===== config.mk =====
export PLATFORM = sky130hd
export DESIGN_NAME = seq4_decoder
export DESIGN_NICKNAME = d
export VERILOG_FILES = /design/src/rtl/seq4_pkg.sv /design/src/rtl/seq4_code_lut.sv /design/src/rtl/seq4_decoder.sv
export SDC_FILE = /design/constraint.sdc
export NUM_CORES = 1
export LEC_CHECK = 0
export CAP_MARGIN = 25
export CORE_ASPECT_RATIO = 0.9
export CORE_MARGIN = 1.5
export CORE_UTILIZATION = 52
export DETAILED_ROUTE_END_ITERATION = 16
export PLACE_DENSITY = 0.74
export SKIP_CTS_REPAIR_TIMING = 1
export SKIP_LAST_GASP = 1
export SLEW_MARGIN = 20
export SYNTH_ARGS = -nofsm -noshare
export SYNTH_HDL_FRONTEND = slang
export SYNTH_SLANG_ARGS = --single-unit
export TNS_END_PERCENT = 5

===== constraint.sdc =====
create_clock -name clk -period 3.4 [get_ports clk]
set_input_delay 1.02 -clock clk [delete_from_list [all_inputs] [get_ports clk]]
set_output_delay 1.02 -clock clk [all_outputs]
set_load 0.01 [all_outputs]

===== src/rtl/seq4_pkg.sv =====
// Shared definitions for the 4-bit custom-sequence counter and its decoder:
// sequence length, code table, code/position lookups and decoder states.
package seq4_pkg;

    localparam int SEQ_LEN = 14;
    localparam logic [3:0] LAST_IDX = 4'(SEQ_LEN - 1);

    localparam logic [3:0] CODE_TABLE [SEQ_LEN] = '{
        4'd8, 4'd7, 4'd11, 4'd4, 4'd9, 4'd2, 4'd5,
        4'd12, 4'd6, 4'd3, 4'd15, 4'd1, 4'd14, 4'd13
    };

    typedef enum logic [1:0] {
        HUNT   = 2'd0,
        VERIFY = 2'd1,
        LOCKED = 2'd2
    } state_e;

    typedef struct packed {
        logic       illegal;
        logic [3:0] idx;
    } lookup_t;

    // Codes 0 and 10 never appear in the table, so they come back flagged illegal.
    function automatic lookup_t code2idx(input logic [3:0] code);
        lookup_t r;
        r.illegal = 1'b1;
        r.idx     = 4'd0;
        for (int i = 0; i < SEQ_LEN; i++) begin
            if (CODE_TABLE[i] == code) begin
                r.illegal = 1'b0;
                r.idx     = 4'(i);
            end
        end
        return r;
    endfunction

    function automatic logic [3:0] idx2code(input logic [3:0] idx);
        logic [3:0] code;
        code = 4'd0;
        if (idx <= LAST_IDX) begin
            code = CODE_TABLE[idx];
        end
        return code;
    endfunction

    function automatic logic [3:0] next_idx(input logic [3:0] idx);
        return (idx >= LAST_IDX) ? 4'd0 : idx + 4'd1;
    endfunction

endpackage


===== src/rtl/seq4_code_lut.sv =====
// Combinational lookup between counter codes and sequence positions,
// in both directions at once.
module seq4_code_lut
    import seq4_pkg::*;
(
    input  logic [3:0] code_in,
    input  logic [3:0] idx_in,
    output logic [3:0] idx_out,
    output logic       illegal_out,
    output logic [3:0] code_out
);

    lookup_t hit;

    assign hit         = code2idx(code_in);
    assign idx_out     = hit.idx;
    assign illegal_out = hit.illegal;
    assign code_out    = idx2code(idx_in);

endmodule


===== src/rtl/seq4_decoder.sv =====
// Receive-side decoder/monitor for the 4-bit custom-sequence counter.
// Optional feature: define SEQ4_DECODER_HOLD_EN to treat a repeated code as a hold.
module seq4_decoder
    import seq4_pkg::*;
#(
    parameter int LOCK_N = 2,
    parameter int MISS_N = 3,
    parameter int ERRW   = 8
) (
    input  logic            clk,
    input  logic            reset,
    input  logic            valid,
    input  logic [3:0]      count_in,
    output logic            locked,
    output logic            idx_vld,
    output logic [3:0]      idx,
    output logic            err,
    output logic            illegal,
    output logic [ERRW-1:0] err_cnt
);

`ifdef SEQ4_DECODER_HOLD_EN
    localparam bit HOLD_EN = 1'b1;
`else
    localparam bit HOLD_EN = 1'b0;
`endif

    localparam logic [3:0] LOCK_TH = 4'(LOCK_N);
    localparam logic [3:0] MISS_TH = 4'(MISS_N);
    localparam logic [ERRW-1:0] ERR_MAX = {ERRW{1'b1}};
    localparam logic [ERRW-1:0] ERR_ONE = {{(ERRW-1){1'b0}}, 1'b1};

    state_e          state_q, state_d;
    logic [3:0]      exp_q, exp_d;
    logic [2:0]      run_q, run_d;
    logic [2:0]      miss_q, miss_d;
    logic [3:0]      last_q, last_d;
    logic [3:0]      idx_q, idx_d;
    logic            locked_q, locked_d;
    logic            idx_vld_q, idx_vld_d;
    logic            err_q, err_d;
    logic            illegal_q, illegal_d;
    logic [ERRW-1:0] err_cnt_q, err_cnt_d;

    logic [3:0] in_idx;
    logic       in_illegal;
    logic [3:0] in_code_nc;
    logic [3:0] exp_code;
    logic [3:0] exp_idx_nc;
    logic       exp_illegal_nc;
    logic       unused_lut;

    seq4_code_lut u_in_lut (
        .code_in     (count_in),
        .idx_in      (4'd0),
        .idx_out     (in_idx),
        .illegal_out (in_illegal),
        .code_out    (in_code_nc)
    );

    seq4_code_lut u_exp_lut (
        .code_in     (4'd0),
        .idx_in      (exp_q),
        .idx_out     (exp_idx_nc),
        .illegal_out (exp_illegal_nc),
        .code_out    (exp_code)
    );

    assign unused_lut = ^{in_code_nc, exp_idx_nc, exp_illegal_nc};

    logic       is_hold;
    logic       is_match;
    logic [3:0] run_inc;
    logic [3:0] miss_inc;

    // exp_code is always a legal table entry, so an illegal input can never match.
    always_comb begin
        state_d   = state_q;
        exp_d     = exp_q;
        run_d     = run_q;
        miss_d    = miss_q;
        last_d    = last_q;
        idx_d     = idx_q;
        err_cnt_d = err_cnt_q;
        err_d     = 1'b0;
        illegal_d = 1'b0;
        run_inc   = {1'b0, run_q} + 4'd1;
        miss_inc  = {1'b0, miss_q} + 4'd1;
        is_hold   = HOLD_EN && (state_q != HUNT) && (count_in == last_q);
        is_match  = (count_in == exp_code);

        if (valid) begin
            illegal_d = in_illegal;
            last_d    = count_in;
            case (state_q)
                HUNT: begin
                    if (!in_illegal) begin
                        idx_d   = in_idx;
                        exp_d   = next_idx(in_idx);
                        run_d   = 3'd1;
                        miss_d  = 3'd0;
                        state_d = (LOCK_N == 1) ? LOCKED : VERIFY;
                    end
                end
                VERIFY: begin
                    if (is_hold) begin
                        state_d = VERIFY;
                    end else if (is_match) begin
                        idx_d = exp_q;
                        exp_d = next_idx(exp_q);
                        run_d = run_inc[2:0];
                        if (run_inc >= LOCK_TH) begin
                            state_d = LOCKED;
                            miss_d  = 3'd0;
                        end
                    end else if (!in_illegal) begin
                        idx_d = in_idx;
                        exp_d = next_idx(in_idx);
                        run_d = 3'd1;
                    end else begin
                        state_d = HUNT;
                        run_d   = 3'd0;
                        miss_d  = 3'd0;
                    end
                end
                LOCKED: begin
                    if (!is_hold) begin
                        // Flywheel: position keeps advancing even on a bad sample.
                        idx_d = exp_q;
                        exp_d = next_idx(exp_q);
                        if (is_match) begin
                            miss_d = 3'd0;
                        end else begin
                            err_d = 1'b1;
                            if (err_cnt_q != ERR_MAX) begin
                                err_cnt_d = err_cnt_q + ERR_ONE;
                            end
                            if (miss_inc >= MISS_TH) begin
                                state_d = HUNT;
                                miss_d  = 3'd0;
                                run_d   = 3'd0;
                            end else begin
                                miss_d = miss_inc[2:0];
                            end
                        end
                    end
                end
                default: begin
                    state_d = HUNT;
                end
            endcase
        end

        locked_d  = (state_d == LOCKED);
        idx_vld_d = (state_d != HUNT);
    end

    always_ff @(posedge clk) begin
        if (reset) begin
            state_q   <= HUNT;
            exp_q     <= 4'd0;
            run_q     <= 3'd0;
            miss_q    <= 3'd0;
            last_q    <= 4'd0;
            idx_q     <= 4'd0;
            locked_q  <= 1'b0;
            idx_vld_q <= 1'b0;
            err_q     <= 1'b0;
            illegal_q <= 1'b0;
            err_cnt_q <= '0;
        end else begin
            state_q   <= state_d;
            exp_q     <= exp_d;
            run_q     <= run_d;
            miss_q    <= miss_d;
            last_q    <= last_d;
            idx_q     <= idx_d;
            locked_q  <= locked_d;
            idx_vld_q <= idx_vld_d;
            err_q     <= err_d;
            illegal_q <= illegal_d;
            err_cnt_q <= err_cnt_d;
        end
    end

    assign locked  = locked_q;
    assign idx_vld = idx_vld_q;
    assign idx     = idx_q;
    assign err     = err_q;
    assign illegal = illegal_q;
    assign err_cnt = err_cnt_q;

endmodule


* After elaboration in Yosys (flattened, before gate mapping)
Memories as Yosys holds them, arrays and structs flattened. Index checks and enable logic that the tools add are counted.
Storage, ports and cells: flip-flop bits (word level) 28, bits in read-only memories 64, bits of input ports 7, output and inout bits 16, logic and storage cells 106, memories kept 1
Memories:
- (name not given) | words 16, bits a word 4, read ports 1, clocked after Yosys merged registers in 0, wr ports 0, line seq4_pkg.sv:42 | code = CODE_TABLE[idx];
Operators by class: add/subtract/negate cells 5, order comparisons 6, equal/unequal tests 24, muxes and demuxes 47, bitwise logic cells 4, reduce and logical (&&, ||, !) cells 9
Operators with widths (number):
- $mux W5 | 14
- $mux W4 | 9
- $mux W3 | 10
- $eq A4 B4 Y1 const A | 7
- $pmux W4 S3 | 2
- $pmux W3 S3 | 2
- $eq A3 B4 Y1 const A | 4
- $mux W2 | 7
- $reduce_and A5 Y1 | 2
- $add A3 B1 Y4 const B | 2
- $add A4 B1 Y4 const B | 2
- $add A8 B1 Y8 const B | 1
- $eq A2 B4 Y1 const A | 2
- $ge A4 B2 Y1 const B | 2
- $ge A4 B4 Y1 const B | 2
- $ne A8 B8 Y1 const B | 1
- $ne A2 B2 Y1 const B | 3
- $pmux W2 S3 | 1
- $ge A5 B5 Y1 const B | 1
- $not A4 Y5 | 1
- $eq A1 B4 Y1 const A | 1
- $eq A2 B2 Y1 const B | 2
- $eq A4 B4 Y1 | 1
- $le A4 B4 Y1 const B | 1
- 12 further kinds | 15

* Logic depth before layout (Yosys ltp)
Gate-level depths: netlist of the first run.
depth after elaboration 20, mapped depth 13, depth with buffers taken out 12

* Hierarchy
Synthesis of the first run repeated with hierarchy kept, for this count alone.
Second synthesis, totals: cell total of the unflattened synthesis 313, area total of the unflattened synthesis 2551.2 um^2
Modules (own cells, without submodules):
- seq4_decoder | times used 1, cells each 219, area each 1909.3 um^2, seq. area each 560.5 um^2
- seq4_code_lut (u_in_lut) | times used 1, cells each 48, area each 324.1 um^2, seq. area each 0.0 um^2
- seq4_code_lut (u_exp_lut) | times used 1, cells each 46, area each 317.8 um^2, seq. area each 0.0 um^2

* Worst setup path before layout of the first run
Ideal clock, no wire load.
path kind input-to-reg, start point input count_in[0], end point register exp_q[2], setup time 95 ps, data arrival time 3148 ps, required time 3305 ps, setup slack 157 ps, stages 12, buffers on the path 1, path through clkbuf_1 nand2b_1 a21bo_2 a221oi_1 ha_1 or3b_2 o221ai_1 o21ai_0 mux2i_1 nor4_1 nand3_1 o311ai_1
Between the ends: word-level cells in the longest chain between the ends 19, elaborated cells on any way between the ends 35, classes of those cells add/sub: 1; order compare: 1; eq/ne: 15; mux: 18
Ends and longest elaborated chain:
- start, declared | line seq4_decoder.sv:13 | input logic [3:0] count_in,
- $eq A3 B4 Y1 | line seq4_pkg.sv:30 | if (CODE_TABLE[i] == code) begin
- $mux W5 (13 in a row) | line seq4_pkg.sv:30
- $add A4 B1 Y4 / $ge A4 B4 Y1 (equally long branches) | line seq4_pkg.sv:48 | return (idx >= LAST_IDX) ? 4'd0 : idx + 4'd1;
- $mux W4 | line seq4_pkg.sv:48
- $mux W4 | line seq4_decoder.sv:97, seq4_decoder.sv:116
- $mux W4 | line seq4_decoder.sv:108 | end else if (is_match) begin
- $pmux W4 S3 (*) | line seq4_decoder.sv:95 | case (state_q)
- end signal, assigned | line seq4_decoder.sv:173 | exp_q <= exp_d;
- end, declared | line seq4_decoder.sv:34 | logic [3:0] exp_q, exp_d;
Every way passes the cells marked *; elsewhere a longest branch is shown, timed or not. A chain may end at the register's enable or synchronous reset.

* Worst setup path in the final report of the first run
start point input count_in[1], end point register exp_q[2]
The elaborated chain is that of the path after synthesis.

==> out/qor.csv, run 1 <==
metric,value,unit
Clock Skew,0.00466,ns
Top Layer Used,met4,
Post-Syn Area,2400,sq um
CORE AREA,4430,sq um
Synth top cells by count,"nor2_1, dfxtp_1, nand2_1",
Static Leak,0.00111,uW
WHS,0.502,ns
CP Max Fanout,4,
Longest Clk Path Bufs,2,
share of the synthesized area in the top cell type,0.234,
Final TNS setup,0,ns
DP HPWL,4800,um
nets,379,
Final ANT Viol Nets,0,
Syn Nets,339,
Syn Inst Count,316,
peak supply drop,0.000218,V
WL final,6350,um
Die Height,67.4,um
pin count of the biggest net entering global routing,22,
type of origin of the critical path,input port,
via count,2482,
synth warn,0,
DIE WIDTH,74.6,um
Seq cells post-synth,28,
worst r2r src,exp_q[0]$_SDFFE_PP0P_,
worst-skew pair later-pin latency,0.28,ns
H-tree depth,1,
placed cell areas,2840,sq um
clk slew on worst S/H paths,0.10,ns
Max Clk Rate,0.315,GHz
Antenna Diode Count,0,
FF-to-FF path depth,9,
synth unique cells,68,
root buf cell,clkbuf_8,
crit path kind,in -> reg,
remaining global-route overflow,0,
hold_sp,miss_q[1]$_SDFFE_PP0P_,
first-pass GRT wire length,10600,um
num rows,23,
final worst setup slack,0.229,ns
Post-Place Setup Slack,-0.0499,ns
vias in the first global route,2229,
number of synthesized flops with an enable pin,0,
CTS tree,built,
hold crit path type,reg -> reg,
initial antenna violation count,0,
Area Overhead vs Synth,21.9,%
layout cell share with drive strength beyond 1,0.169,
Yosys top cell by area,dfxtp_1,
"Seq/Total Area, Yosys",0.234,
r2r endpoint,err_cnt[0]$_SDFFE_PP0P_,
# port buffers,22,
final worst path period share,0.933,
final setup fails,0,
relative slew slack,0.599,
cell area after layout,2920,sq um
Routability Congestion,0.908,
Post-synth ARST share,0,
Total GRT Usage,0.269,
most common cell in the synthesized netlist,nor2_1,
Setup crit start,count_in[1],
crit path capture type,flop,
status,completed,
die area,5030,sq um
CP required,3.59,ns
Final Core Density,0.660,
routed wire length per instance,15.2,um
Hold Path Depth,2,
mean post-synth cell area,7.59,sq um
Worst Max-Slew Pin Slew,0.597,ns
I/O pin total,23,
unrepaired setup endpoints after global routing,yes,
worst path arrival time,3.36,ns
M1 wire length,3240,um
Synth area leaders,"dfxtp_1, ha_1, nor2_1",
R2R Setup Slk,0.51,ns
Final Max Slew Viols,0,
CTS Buf Count,3,
clock sinks,28,
ys flop type,dfxtp_1,
routed wl met3,369,um
initial DRC count,290,
Final Hold Viols,0,
hold endpoint,miss_q[1]$_SDFFE_PP0P_,
initial core utilization,0.541,
first-pass iteration count of the detailed router,4,
wire length on met2,2730,um
Via-to-Cell Ratio,5.95,
max_cap viols,0,
DRC,0,
Fill cells,417,
PwrDens,331,nW/um^2
post-route minimum period,3.17,ns
[through the flow]
| stage | std cells | total power [uW] |
|---|---|---|
| 3_3_place_gp | 413 | 696 |
| 3_5_place_dp | 413 | 702 |
| 5_1_grt | 417 | 1020 |
| 6_report | 417 | 968 |
| 2_1_floorplan | 316 | 598 |
| 4_1_cts | 417 | 969 |
[area by class of cell]
type,instances,area [sq um],area share
Clock inverter,1,30.0,0.0103
Multi-Input combinational cell,249,1690,0.577
Clock buffer,3,41.3,0.0141
Inverter,22,82.6,0.0283
Sequential cell,28,561,0.192
Timing Repair Buffer,52,445,0.152
Tap cell,62,77.6,0.0265
[cells in the final DEF (no fill, tap or decap), types with 2 or more instances in the layout]
| cell | n |
|---|---|
| mux2i_1 | 7 |
| nor2b_1 | 6 |
| nand3_1 | 13 |
| nand2b_1 | 5 |
| and3_1 | 2 |
| o221ai_1 | 2 |
| nor3_1 | 11 |
| a211o_2 | 2 |
| xor2_1 | 3 |
| a21oi_2 | 2 |
| nand4_1 | 6 |
| nand4b_1 | 3 |
| nor4_1 | 2 |
| clkdlybuf4s50_1 | 22 |
| or4_1 | 2 |
| o31ai_1 | 4 |
| inv_1 | 19 |
| o211ai_1 | 5 |
| ha_1 | 16 |
| a221oi_1 | 2 |
| a211oi_1 | 9 |
| a2111oi_2 | 2 |
| dfxtp_1 | 28 |
| nor2_1 | 32 |
| clkinv_1 | 2 |
| o21ai_0 | 18 |
| a31oi_1 | 2 |
| o41ai_1 | 2 |
| nand2_1 | 27 |
| xnor2_1 | 2 |
| nor3b_1 | 2 |
| a21oi_1 | 21 |
| buf_4 | 30 |
| and2_1 | 2 |
| o21ai_1 | 2 |
| mux2_2 | 2 |
| o21ai_2 | 2 |
| clkbuf_8 | 3 |
| a22oi_1 | 4 |
[state kept, by name (all words and copies together), names as in the netlist]
signal / flops
exp_q: 4
illegal: 1
idx_vld: 1
state_q: 2
err: 1
run_q: 3
locked: 1
idx: 4
miss_q: 3
err_cnt: 8
[report_power, final]
group | switching [uW] | total [uW] | internal [uW]
Sequential | 15.1 | 357 | 341
Combinational | 194 | 346 | 152
Clock | 108 | 266 | 158
Total | 317 | 968 | 651
[cell families (layout without fill, tap and decap cells)]
group,after synthesis,after routing,synth area share
and+or+nand+nor,122,122,0.258
AOI/OAI and AO/OA,95,95,0.284
buffers and inverters,39,78,0.0673
DFF,28,28,0.234
adders and majority gates,16,16,0.0835
muxes,10,10,0.0480
xor gates and xnor gates,6,6,0.0251
[metal layers]
layer  vias to the layer above  track usage
li1                       1241            -
met1                      1173        0.409
met2                        66        0.397
met3                         2       0.0657
met4                         0       0.0205
met5                         -            0
[critical path, stage by stage]
cell	delay, ns
clkdlybuf4s50_1	0.54
nor2_1	0.08
a21bo_2	0.21
a221oi_1	0.25
buf_4	0.19
ha_1	0.19
buf_4	0.13
xor2_1	0.15
nand2_1	0.06
o21ai_0	0.07
mux2i_1	0.10
nor4_2	0.16
nand3_1	0.11
o311ai_1	0.09
[worst max-delay path by stage]
stage / endpoint / slack [ns] / cells past startpoint
2_1_floorplan: exp_q[2]$_SDFFE_PP0P_ / 0.16 / 12
3_3_place_gp: exp_q[2]$_SDFFE_PP0P_ / 0.04 / 13
3_5_place_dp: exp_q[2]$_SDFFE_PP0P_ / -0.05 / 13
4_1_cts: exp_q[2]$_SDFFE_PP0P_ / 0.23 / 14
5_1_grt: exp_q[2]$_SDFFE_PP0P_ / 0.003 / 14
6_report: exp_q[2]$_SDFFE_PP0P_ / 0.23 / 14
No activity file was read; power rests on OpenSTA's default activity.
==> run 2: changes to the inputs <==
Settings changed: ABC_AREA set to 1, CORE_UTILIZATION 52 to 50, PLACE_DENSITY 0.74 to 0.72.
==> run 2 against run 1 <==
  * Global-route usage is 3.6 points lower
  * Flip-flop and latch count unchanged
  * Combinational power fell by 24%
  * Core utilization is 4.1 points lower
  * Power down 7.8%
  * Critical endpoint unchanged
==> out/qor.csv, run 2 <==
metric,value,unit,change
CP peak stage delay,0.55,ns,was 0.54 ns
Worst Max-Slew Pin Slew,0.444,ns,was 0.597 ns
Reg area,561,sq um,unchanged
clk slew on worst S/H paths,0.10,ns,about the same
CP Max Fanout,9,,was 4
"Seq/Total Area, Yosys",0.251,,was 0.234
first-pass iteration count of the detailed router,4,,unchanged
Post-synth ARST share,0,,unchanged
Synth top cells by count,"nand2_1, inv_1, nor2_1",,"was nor2_1, dfxtp_1, nand2_1"
Final ANT Viol Nets,0,,unchanged
synth unique cells,37,,was 68
status,completed,,unchanged
synth warn,0,,unchanged
DP Cell Count,429,,was 413
root buf cell,clkbuf_8,,unchanged
most common cell in the synthesized netlist,nand2_1,,was nor2_1
pin count of the biggest net entering global routing,17,,was 22
Max Clk Rate,0.331,GHz,was 0.315 GHz
PwrDens,345,nW/um^2,was 331 nW/um^2
ys flop type,dfxtp_1,,unchanged
most frequent cells in the layout,"nand2_1, inv_1, nor2_1, nand3_1, dfxtp_1",,"was nor2_1, buf_4, dfxtp_1, nand2_1, clkdlybuf4s50_1"
# port buffers,22,,unchanged
mean post-synth cell area,6.35,sq um,was 7.59 sq um
Longest Clk Path Bufs,2,,unchanged
CP required,3.63,ns,was 3.59 ns
fin cells,433,,was 417
peak supply drop,0.000328,V,was 0.000218 V
R2R Setup Slk,0.86,ns,was 0.51 ns
die area,4880,sq um,was 5030 sq um
DP HPWL,3960,um,was 4800 um
DIE WIDTH,73.5,um,was 74.6 um
max FFs per register,8,,unchanged
Area Overhead vs Synth,15.7,%,was 21.9%
"commonest non-fill, non-tap cell in the layout",nand2_1,,was nor2_1
num rows,22,,was 23
worst-skew pair later-pin latency,0.28,ns,about the same
CP most frequent cell,inv_1,,was buf_4
Syn Nets,375,,was 339
Final Hold Viols,0,,unchanged
Yosys top cell by area,dfxtp_1,,unchanged
H-tree depth,1,,unchanged
crit path kind,in -> reg,,unchanged
slowest CP cell,clkdlybuf4s50_1,,unchanged
Post-Syn Area,2230,sq um,was 2400 sq um
Die Height,66.4,um,was 67.4 um
Routability Congestion,0.887,,was 0.908
number of synthesized flops with an enable pin,0,,unchanged
CTS tree,built,,unchanged
max_cap viols,0,,unchanged
Antenna Diode Count,0,,unchanged
type of origin of the critical path,input port,,unchanged
worst r2r src,exp_q[0]$_SDFFE_PP0P_,,unchanged
remaining global-route overflow,0,,unchanged
Final Max Slew Viols,0,,unchanged
final setup fails,0,,unchanged
initial antenna violation count,0,,unchanged
Setup crit start,count_in[0],,was count_in[1]
Via-to-Cell Ratio,5.07,,was 5.95
initial DRC count,164,,was 290
WL final,5120,um,was 6350 um
Final TNS setup,0,ns,unchanged
r2r endpoint,idx_vld$_SDFF_PP0_,,was err_cnt[0]$_SDFFE_PP0P_
Seq cells post-synth,28,,unchanged
DRC,0,,unchanged
layout cell share with drive strength beyond 1,0.102,,was 0.169
crit path capture,exp_q[2]$_SDFFE_PP0P_,,unchanged
relative slew slack,0.704,,was 0.599
post-route minimum period,3.02,ns,was 3.17 ns
nets,397,,was 379
vias in the first global route,2007,,was 2229
CORE AREA,4180,sq um,was 4430 sq um
final worst path period share,0.888,,was 0.933
Total GRT Usage,0.233,,was 0.269
worst-path cell chain,"clkdlybuf4s50_1, nor2_1, inv_1, a31oi_1, inv_1, ha_1, inv_1, a21oi_1, nand2_1, nand2_1, o22ai_1, nand2_1, o21ai_1, o21ai_1, inv_1",,"was clkdlybuf4s50_1, nor2_1, a21bo_2, a221oi_1, buf_4, ha_1, buf_4, xor2_1, nand2_1, o21ai_0, mux2i_1, nor4_2, nand3_1, o311ai_1"
Multi-input gate area,1400,sq um,was 1690 sq um
Clock Skew,0.00398,ns,was 0.00466 ns
initial core utilization,0.534,,was 0.541
Fill cells,409,,was 417
FF-to-FF path depth,18,,was 9
Synth area leaders,"dfxtp_1, nand2_1, ha_1",,"was dfxtp_1, ha_1, nor2_1"
worst path arrival time,3.25,ns,was 3.36 ns
I/O pin total,23,,unchanged
Static Leak,0.00129,uW,was 0.00111 uW
routed wire length per instance,11.8,um,was 15.2 um
share of the synthesized area in the top cell type,0.251,,was 0.234
unrepaired setup endpoints after global routing,no,,was yes
CTS Buf Count,3,,unchanged
clock sinks,28,,unchanged
via count,2195,,was 2482
Syn Inst Count,352,,was 316
hold crit path type,reg -> reg,,unchanged
first-pass GRT wire length,9020,um,was 10600 um
crit path capture type,flop,,unchanged
==> run 2: cell count changes in the layout (fill, tap and decap cells not counted), sizes merged, moves of 7 or more <==
cell	delta
buf	-25
nor2	+7
inv	+39
a211oi	-8
nor3	-9
nand3	+16
nand2	+70
mux2i	-7
==> run 2: per-layer routing <==
layer	part of all wire	global-route usage	wire length, um
met5	0	0	0
met4	0.012	0.0556	63
met3	0.056	0.0335	287
met2	0.41	0.356	2120
met1	0.52	0.341	2650
==> run 2: cells by family (layout without fill, tap and decap cells) <==
kind of cell | count (synthesis) | in the layout | share of synthesized area
AO/OA/AOI/OAI | 58 | 58 | 0.154
XOR/XNOR | 5 | 5 | 0.0196
adder cells (fa/ha/maj) | 16 | 16 | 0.0896
buffers and inverters | 69 | 90 | 0.125
flip-flops | 28 | 28 | 0.251
AND/OR/NAND/NOR | 176 | 176 | 0.361
==> run 2: area by class of cell <==
| class | count | area share |
|---|---|---|
| multi-input cells | 255 | 0.539 |
| flip-flops and latches | 28 | 0.217 |
| repair buffers | 27 | 0.0997 |
| inverters | 59 | 0.0876 |
| well taps | 60 | 0.0290 |
| clock buffers | 3 | 0.0160 |
| clock inverters | 1 | 0.0116 |
==> run 2: critical path, delay by kind of cell <==
family	cells	cell delay (ns)
compound gates	5	0.68
fa+ha+maj	1	0.20
simple gates	4	0.48
buf+inv	5	0.86
==> run 2: through the flow <==
| step | setup slack, ns | area [sq um] | hold WS (ns) | util | total power [uW] |
|---|---|---|---|---|---|
| floorplan | 0.766 | 2230 | 0.454 | - | 570 |
| global placement | 0.253 | 2510 | 0.450 | 0.601 | 628 |
| detailed placement | 0.129 | 2510 | 0.462 | 0.601 | 632 |
| CTS | 0.395 | 2590 | 0.476 | 0.618 | 898 |
| global route | 0.169 | 2590 | 0.485 | 0.618 | 950 |
| finish | 0.380 | 2590 | 0.474 | 0.618 | 893 |
==> run 2: worst min path at each step <==
stage	cells past startpoint	start	slack, ns	endpoint
final	2	err_cnt[4]$_SDFFE_PP0P_	0.47	err_cnt[4]$_SDFFE_PP0P_
after global routing	2	err_cnt[4]$_SDFFE_PP0P_	0.49	err_cnt[4]$_SDFFE_PP0P_
after CTS	2	err_cnt[4]$_SDFFE_PP0P_	0.48	err_cnt[4]$_SDFFE_PP0P_
after detailed placement	2	err_cnt[4]$_SDFFE_PP0P_	0.46	err_cnt[4]$_SDFFE_PP0P_
after global placement	2	err_cnt[4]$_SDFFE_PP0P_	0.45	err_cnt[4]$_SDFFE_PP0P_
after floorplan	2	miss_q[2]$_SDFFE_PP0P_	0.45	miss_q[2]$_SDFFE_PP0P_
==> run 2: power breakdown <==
group	total (uW)	switching [uW]	internal, uW
Clock	265	107	158
Combinational	264	165	98.9
Sequential	364	20.1	344
Total	893	293	600
==> run 3: changes to the inputs <==
Settings changed: SKIP_CTS_REPAIR_TIMING 1 to unset.
==> results of run 3 <==
Same layout as run 2: the final DEF is identical, and so are final timing and power.
